<file path="src/rtl/cic_pkg.sv">
// Shared types, parameter limits and width helper for the CIC decimator.
package cic_pkg;

  typedef enum logic [1:0] {StIdle, StFill, StRun} cic_state_e;

  localparam int unsigned OrderMin      = 1;
  localparam int unsigned OrderMax      = 5;
  localparam int unsigned Log2DecMin    = 2;
  localparam int unsigned Log2DecMax    = 10;

  // Bit growth of an ORDER-stage CIC at the largest ratio, plus sign and headroom.
  function automatic int unsigned cic_width(int unsigned order, int unsigned max_log2_dec);
    return order * max_log2_dec + 2;
  endfunction

endpackage

</file>
<file path="src/rtl/cic_comb_stage.sv">
// One comb section: delay register plus subtractor, y = x - x_delayed.
module cic_comb_stage #(
  parameter int unsigned W = 26
) (
  input  logic         clk,
  input  logic         reset,
  input  logic         clear,
  input  logic         en,
  input  logic [W-1:0] x,
  output logic [W-1:0] y
);

  logic [W-1:0] x_d_q;

  always_ff @(posedge clk) begin
    if (reset || clear) begin
      x_d_q <= '0;
    end else if (en) begin
      x_d_q <= x;
    end
  end

  assign y = x - x_d_q;

endmodule

</file>
<file path="src/rtl/cicn_decim.sv">
// Runtime-selectable CIC decimator for a 1-bit modulator stream with
// normalised output and a valid/ready result register.
module cicn_decim
  import cic_pkg::*;
#(
  parameter int unsigned ORDER        = 3,
  parameter int unsigned MAX_LOG2_DEC = 8,
  parameter int unsigned W            = cic_width(ORDER, MAX_LOG2_DEC)
) (
  input  logic         clk,
  input  logic         reset,
  input  logic         in,
  input  logic         in_valid,
  input  logic         enable,
  input  logic         bipolar,
  input  logic [3:0]   dec_sel,
  output logic [W-1:0] out_data,
  output logic         out_valid,
  input  logic         out_ready,
  output logic         overrun,
  output logic         busy
);

  localparam int unsigned CW = MAX_LOG2_DEC;
  localparam int unsigned FW = 3;

  cic_state_e    state_q, state_d;
  logic [FW-1:0] fill_cnt_q, fill_cnt_d;
  logic [3:0]    dec_sh_q;
  logic          bip_sh_q;
  logic [W-1:0]  acc_q [ORDER];
  logic [CW-1:0] cnt_q;
  logic          strobe_q;

  logic          clear, load, cfg_change, take;
  logic [3:0]    dec_eff, dec_gap;
  logic [7:0]    shamt;
  logic [CW-1:0] last_cnt;
  logic [W-1:0]  code;
  logic [W-1:0]  comb_x [ORDER+1];

  // Ratio decode; illegal selections fall back to the largest ratio.
  always_comb begin
    dec_eff = dec_sh_q;
    if (dec_sh_q < 4'd2 || dec_sh_q > 4'(MAX_LOG2_DEC)) begin
      dec_eff = 4'(MAX_LOG2_DEC);
    end
    dec_gap  = 4'(MAX_LOG2_DEC) - dec_eff;
    shamt    = 8'(ORDER) * {4'd0, dec_gap};
    last_cnt = {CW{1'b1}} >> dec_gap;
    code     = '0;
    if (in) begin
      code = W'(1);
    end else if (bip_sh_q) begin
      code = '1;
    end
  end

  always_comb begin
    state_d    = state_q;
    fill_cnt_d = fill_cnt_q;
    clear      = 1'b0;
    load       = 1'b0;
    cfg_change = (dec_sel != dec_sh_q) || (bipolar != bip_sh_q);
    if (!enable) begin
      state_d = StIdle;
    end else if (state_q == StIdle || cfg_change) begin
      clear      = 1'b1;
      state_d    = StFill;
      fill_cnt_d = '0;
    end else if (strobe_q) begin
      case (state_q)
        StFill: begin
          if (fill_cnt_q == FW'(ORDER - 1)) begin
            state_d = StRun;
          end else begin
            fill_cnt_d = fill_cnt_q + 1'b1;
          end
        end
        StRun:   load = 1'b1;
        default: ;
      endcase
    end
  end

  assign take = strobe_q && (state_q != StIdle);
  assign busy = (state_q != StIdle);

  always_ff @(posedge clk) begin
    if (reset) begin
      state_q    <= StIdle;
      fill_cnt_q <= '0;
      dec_sh_q   <= '0;
      bip_sh_q   <= 1'b0;
      cnt_q      <= '0;
      strobe_q   <= 1'b0;
      for (int k = 0; k < ORDER; k++) acc_q[k] <= '0;
      out_data   <= '0;
      out_valid  <= 1'b0;
      overrun    <= 1'b0;
    end else begin
      state_q    <= state_d;
      fill_cnt_q <= fill_cnt_d;
      if (clear) begin
        dec_sh_q  <= dec_sel;
        bip_sh_q  <= bipolar;
        cnt_q     <= '0;
        strobe_q  <= 1'b0;
        for (int k = 0; k < ORDER; k++) acc_q[k] <= '0;
        out_data  <= '0;
        out_valid <= 1'b0;
        overrun   <= 1'b0;
      end else begin
        strobe_q <= 1'b0;
        if (in_valid && enable && state_q != StIdle) begin
          // Each integrator adds the previous stage's pre-edge value.
          acc_q[0] <= acc_q[0] + code;
          for (int k = 1; k < ORDER; k++) acc_q[k] <= acc_q[k] + acc_q[k-1];
          if (cnt_q == last_cnt) begin
            cnt_q    <= '0;
            strobe_q <= 1'b1;
          end else begin
            cnt_q <= cnt_q + 1'b1;
          end
        end
        if (load) begin
          out_data  <= comb_x[ORDER] << shamt;
          out_valid <= 1'b1;
          if (out_valid && !out_ready) overrun <= 1'b1;
        end else if (out_valid && out_ready) begin
          out_valid <= 1'b0;
        end
      end
    end
  end

  assign comb_x[0] = acc_q[ORDER-1];

  for (genvar k = 0; k < ORDER; k++) begin : g_comb
    cic_comb_stage #(
      .W(W)
    ) u_stage (
      .clk  (clk),
      .reset(reset),
      .clear(clear),
      .en   (take),
      .x    (comb_x[k]),
      .y    (comb_x[k+1])
    );
  end

endmodule
</file>
<file path="config.mk">
export PLATFORM = sky130hd
export DESIGN_NAME = cicn_decim
export DESIGN_NICKNAME = d
export VERILOG_FILES = /design/src/rtl/cic_pkg.sv /design/src/rtl/cic_comb_stage.sv /design/src/rtl/cicn_decim.sv
export SDC_FILE = /design/constraint.sdc
export NUM_CORES = 1
export LEC_CHECK = 0
export CAP_MARGIN = 5
export CORE_AREA = 10 10 162 164
export DETAILED_ROUTE_END_ITERATION = 10
export DIE_AREA = 0 0 172 174
export GPL_TIMING_DRIVEN = 0
export HOLD_SLACK_MARGIN = 0.12
export PLACE_DENSITY = 0.93
export SLEW_MARGIN = 20
export SYNTH_ARGS = -nofsm -noshare
export SYNTH_HDL_FRONTEND = slang
export SYNTH_SLANG_ARGS = --single-unit
</file>
<file path="constraint.sdc">
create_clock -name clk -period 13.8 [get_ports clk]
set_clock_uncertainty 0.05 [all_clocks]
set_input_delay 3.45 -clock clk [delete_from_list [all_inputs] [get_ports clk]]
set_output_delay 3.45 -clock clk [all_outputs]
set_load 0.02 [all_outputs]
</file>
Word-level counts from Yosys, hierarchy flattened --
Memory sizes are Yosys's and may differ from the RTL's. Index checks and enable logic that the tools add are counted. Widths: inputs -> output; s select.
Operators by class: multiply operators 1, shifts and indexed selects 2, add/subtract/negate cells 9, bitwise logic cells 8, equal/unequal tests 7, $lt $le $gt $ge 2, reduce and logical (&&, ||, !) cells 24, multiplexer cells 36
Operator list (count):
- $mux 26 | 8
- $add 26x26->26 | 3
- $sub 26x26->26 | 3
- $shl 26x6->26 | 1
- $mux 1 | 22
- $mux 3 | 4
- $reduce_bool 2->1 | 5
- $add 8x1->8 const B | 1
- $eq 8x8->1 | 1
- $mux 8 | 1
- $shr 8x4->8 const A | 1
- $mul 2x4->6 const A | 1
- $or 1x1->1 | 6
- $reduce_and 3->1 | 2
- $reduce_or 3->1 | 2
- $logic_and 1x1->1 | 5
- $gt 4x4->1 const B | 1
- $logic_or 1x1->1 | 4
- $lt 4x2->1 const B | 1
- $mux 4 | 1
- $ne 4x4->1 | 1
- $reduce_and 4->1 | 1
- $reduce_or 2->1 | 2
- $sub 4x4->4 const A | 1
- 10 further kinds | 11
Storage, ports and cells: register bits after elaboration 125, bits in writable memories 78, logic and storage cells 103, output and inout port bits 29, memories 1, bits of input ports 11
Memories:
- acc_q | words 3, bits a word 26, rd ports 3, clocked after Yosys merged registers in 0, wr ports 3, RTL line cicn_decim.sv:31 | logic [W-1:0] acc_q [ORDER];

Depth between registers and ports, before layout --
word-level depth 10, depth in mapped cells 35, mapped depth without buffers 34

Cells and area by module --
Synthesis repeated with hierarchy kept, for this count alone.
Second synthesis, totals: cells, all modules 1870, area total of the unflattened synthesis 16121.7 µm²
Modules (own cells, without submodules):
- cicn_decim | area each 9321.4 µm², cells an instance 1028, sequential area each 3283.1 µm², times used 1
- cic_comb_stage (g_comb[1].u_stage ...) | area each 2270.9 µm², cells an instance 280, sequential area each 520.5 µm², times used 2
- cic_comb_stage (g_comb[0].u_stage) | area each 2258.4 µm², cells an instance 282, sequential area each 520.5 µm², times used 1

Least setup slack after synthesis --
OpenSTA, ideal clock, no wires.
kind input to register, start point input port in, end point memory acc_q[0][24] (data pin), path buffers 0, data arrival time 6616 ps, required time 13484 ps, slack 6868 ps, stages on the path 15, library setup time 266 ps, cells stage by stage nand2b_1 > inv_1 > ha_1 > nor2b_1 > o21a_1 > o21ai_0 > a21o_1 > a21boi_0 > o2111a_1 > o31ai_1 > o21ai_0 > a31oi_1 > a21oi_1 > xnor2_1 > nor2_1
RTL lines:
- from (decl) | RTL line cicn_decim.sv:12 | input logic in,
- to (decl) | RTL line cicn_decim.sv:31

==> impl_metrics.env <==
export IMPL_status="finished clean"
export IMPL_synth_avg_cell_area_sq_um=8.22
export IMPL_ys_ff_latch=203
export IMPL_post_cts_setup_buffer_count=0
export IMPL_p_leak_nw=6.77
export IMPL_report_final_hold_viol_count=0
export IMPL_final_antenna_net_count=0
export IMPL_synth_flop_cell="dfxtp_1"
export IMPL_async_flop_share=0
export IMPL_cts_tree="done"
export IMPL_antenna_found_initial=0
export IMPL_postCtsHoldBufs=0
export IMPL_crit_path_max_fanout=25
export IMPL_dieArea_sq_um=29900
export IMPL_drt_iter0_drc=1094
export IMPL_crit_arrival_ns=7.80
export IMPL_overflow=0
export IMPL_met1_usage=0.287
export IMPL_dpl_worst_slack_ns=5.67
export IMPL_multiInputGateArea_sq_um=10100
export IMPL_drv_slew=0
export IMPL_r2r_start="acc_q[0][52]$_SDFFCE_PN0P_"
export IMPL_track_usage=0.255
export IMPL_start_kind="input pin"
export IMPL_syn_area_sq_um=15600
export IMPL_grt_pass1_vias=13851
export IMPL_setup_viol=0
export IMPL_core_rowCount=56
export IMPL_synthCells=1899
export IMPL_avgViaCountPerCell=6.11
export IMPL_ios=40
export IMPL_portBuffers=38
export IMPL_cts_root_buf="clkbuf_16"
export IMPL_grt_pass1_wl_um=64700
export IMPL_gp_congestion=0.946
export IMPL_floorplan_initialDensity=0.675
export IMPL_grt_start_max_net_pins=51
export IMPL_fin_nets=2147
export IMPL_ys_types=75
export IMPL_layout_common_cells="235 x nand2_1, 203 x a21oi_1, 186 x nor2_1"
export IMPL_core_area_sq_um=23100
export IMPL_critPathCaptureType="flop"
export IMPL_clk_latency_ns=0.53
export IMPL_rr_worst_depth=33
export IMPL_cp_startpoint="in"
export IMPL_area_growth_pct=10.1
export IMPL_final_common_cell="nand2_1"
export IMPL_n_antenna_cell=0
export IMPL_cts_buffer_depth=3
export IMPL_required_ns=14.01
export IMPL_met3_usage=0.0304
export IMPL_drc=0
export IMPL_worst_pin_slew_ns=1.07
export IMPL_wire_per_inst_um=17.3
export IMPL_hold_end="out_data[18]$_SDFFE_PP0P_"
export IMPL_holdPathStages=2
export IMPL_dp_hpwl_um=29700
export IMPL_vdd_drop_max_uv=110
export IMPL_cts_resized=0
export IMPL_r2r_end="out_data[24]$_SDFFE_PP0P_"
export IMPL_drt_first_pass_iters=5
export IMPL_cts_reportedPaths_clkPinSlew_ns=0.06
export IMPL_min_period_over_period=0.551
export IMPL_die_w_um=172
export IMPL_synth_edff_count=78
export IMPL_hold_class="reg2reg"
export IMPL_vias=13898
export IMPL_final_fill_count=1610
export IMPL_numCtsBuffers=25
export IMPL_seqCellArea_sq_um=4840
export IMPL_fin_crit_ns=7.60
export IMPL_h_tree_depth=1
export IMPL_yosys_top_cells_area="dfxtp_1 16%, edfxtp_1 15%, ha_1 13%"
export IMPL_worst_slack_ns=6.20
export IMPL_holdWs_ns=0.389
export IMPL_worstHoldStart="out_data[18]$_SDFFE_PP0P_"
export IMPL_timing_fmax_ghz=0.132
export IMPL_critPathKind="in2reg"
export IMPL_yosysSeqAreaShare=0.310
export IMPL_ys_warn_count=0
export IMPL_maxCapViolCount=0
export IMPL_grt_busiest_layer="met2"
export IMPL_use_met2=0.470
export IMPL_fp_dieH_um=174
export IMPL_synth_top_area_frac=0.160
export IMPL_fin_setup_tns_ns=0
export IMPL_maxSlewHeadroom=0.287
export IMPL_synth_top_area_cell="dfxtp_1"
export IMPL_wirelength_um=39300
export IMPL_final_layout_size_suffix_gt1_frac=0.0388
export IMPL_p_per_area_nw_per_um2=133
export IMPL_rsz0062_at_grt="false"
export IMPL_r2r_setup_slack_ns=6.34
export IMPL_cts_num_sinks=203
[layout make-up]
class	count	share of cell area
clock inverter	11	0.00670
buffer	62	0.0141
tap	290	0.0211
timing repair buffer	39	0.0237
multi-input combinational	1514	0.587
sequential	203	0.282
inverter	121	0.0264
clock buffer	33	0.0393
[cells in the mapped netlist, types with 18 or more instances]
master      n
a21o_1     55
xnor2_1    85
clkbuf_1   48
nand2b_1   18
inv_1     120
nor3_1     50
nand3_1    31
nor2_1    186
dfxtp_1   125
o211ai_1   18
nand2_1   236
edfxtp_1   78
o21bai_1   20
nor2b_1    26
a31oi_1    21
ha_1      163
xor2_1     58
o21a_1     23
mux2i_1    23
o21ai_0    74
a211oi_1   21
a21oi_1   203
[layer usage]
layer  up-vias  share of wire
li1       6870              -
met2       422           0.51
met1      6511           0.40
met3        95          0.048
met4         0          0.041
met5         -              0
[per-stage QoR]
stage	std cells	power (mW)	area (sq um)	utilization
final	2273	2.28	17200	0.743
after global routing	2273	2.41	17200	0.743
after CTS	2273	2.26	17200	0.743
after detailed placement	2229	1.62	16400	0.709
after global placement	2228	1.60	16400	0.707
after floorplan	1900	1.42	15600	-
[worst max-delay path, cell delays in order]
cell,delay [ns]
clkdlybuf4s50_1,0.43
nand2b_1,0.21
inv_1,0.67
ha_1,0.39
nor2b_1,0.16
o21a_1,0.18
o21ai_0,0.28
a21o_1,0.17
a21boi_0,0.17
o2111a_1,0.33
o31ai_1,0.45
o21ai_0,0.29
a31oi_1,0.30
a21oi_1,0.13
xnor2_1,0.14
nor2_1,0.06
[report_power, final]
part	internal (mW)	switching (mW)
Sequential	0.635	0.0117
Combinational	0.404	0.589
Clock	0.381	0.260
[cell families after synthesis]
| group | count (synthesis) | share of synthesized area |
|---|---|---|
| AND/OR/NAND/NOR | 635 | 0.183 |
| AO/OA/AOI/OAI | 524 | 0.213 |
| flip-flops | 203 | 0.310 |
| buffers and inverters | 183 | 0.0446 |
| adder cells (fa/ha/maj) | 170 | 0.140 |
| XOR/XNOR | 143 | 0.0803 |
| multiplexers | 39 | 0.0285 |
| other | 2 | 0.000481 |
[sequential cells by signal, summed over array words and instances, names as in the netlist]
name	cells
out_valid	1
strobe_q	1
out_data	26
dec_sh_q	4
overrun	1
g_comb.u_stage.x_d_q	78
acc_q	78
fill_cnt_q	3
state_q	2
bip_sh_q	1
cnt_q	8
[worst max path at each step]
| stage | endpoint | slack (ns) | cells past startpoint |
|---|---|---|---|
| 6_report | acc_q[0][24]$_SDFFCE_PN0P_ | 6.20 | 16 |
| 5_1_grt | acc_q[0][24]$_SDFFCE_PN0P_ | 5.84 | 16 |
| 4_1_cts | acc_q[0][24]$_SDFFCE_PN0P_ | 6.20 | 16 |
| 3_5_place_dp | acc_q[0][24]$_SDFFCE_PN0P_ | 5.67 | 16 |
| 3_3_place_gp | acc_q[0][25]$_SDFFCE_PN0P_ | 5.29 | 6 |
| 2_1_floorplan | acc_q[0][24]$_SDFFCE_PN0P_ | 6.87 | 15 |
No activity file was read; power rests on OpenSTA's default activity.
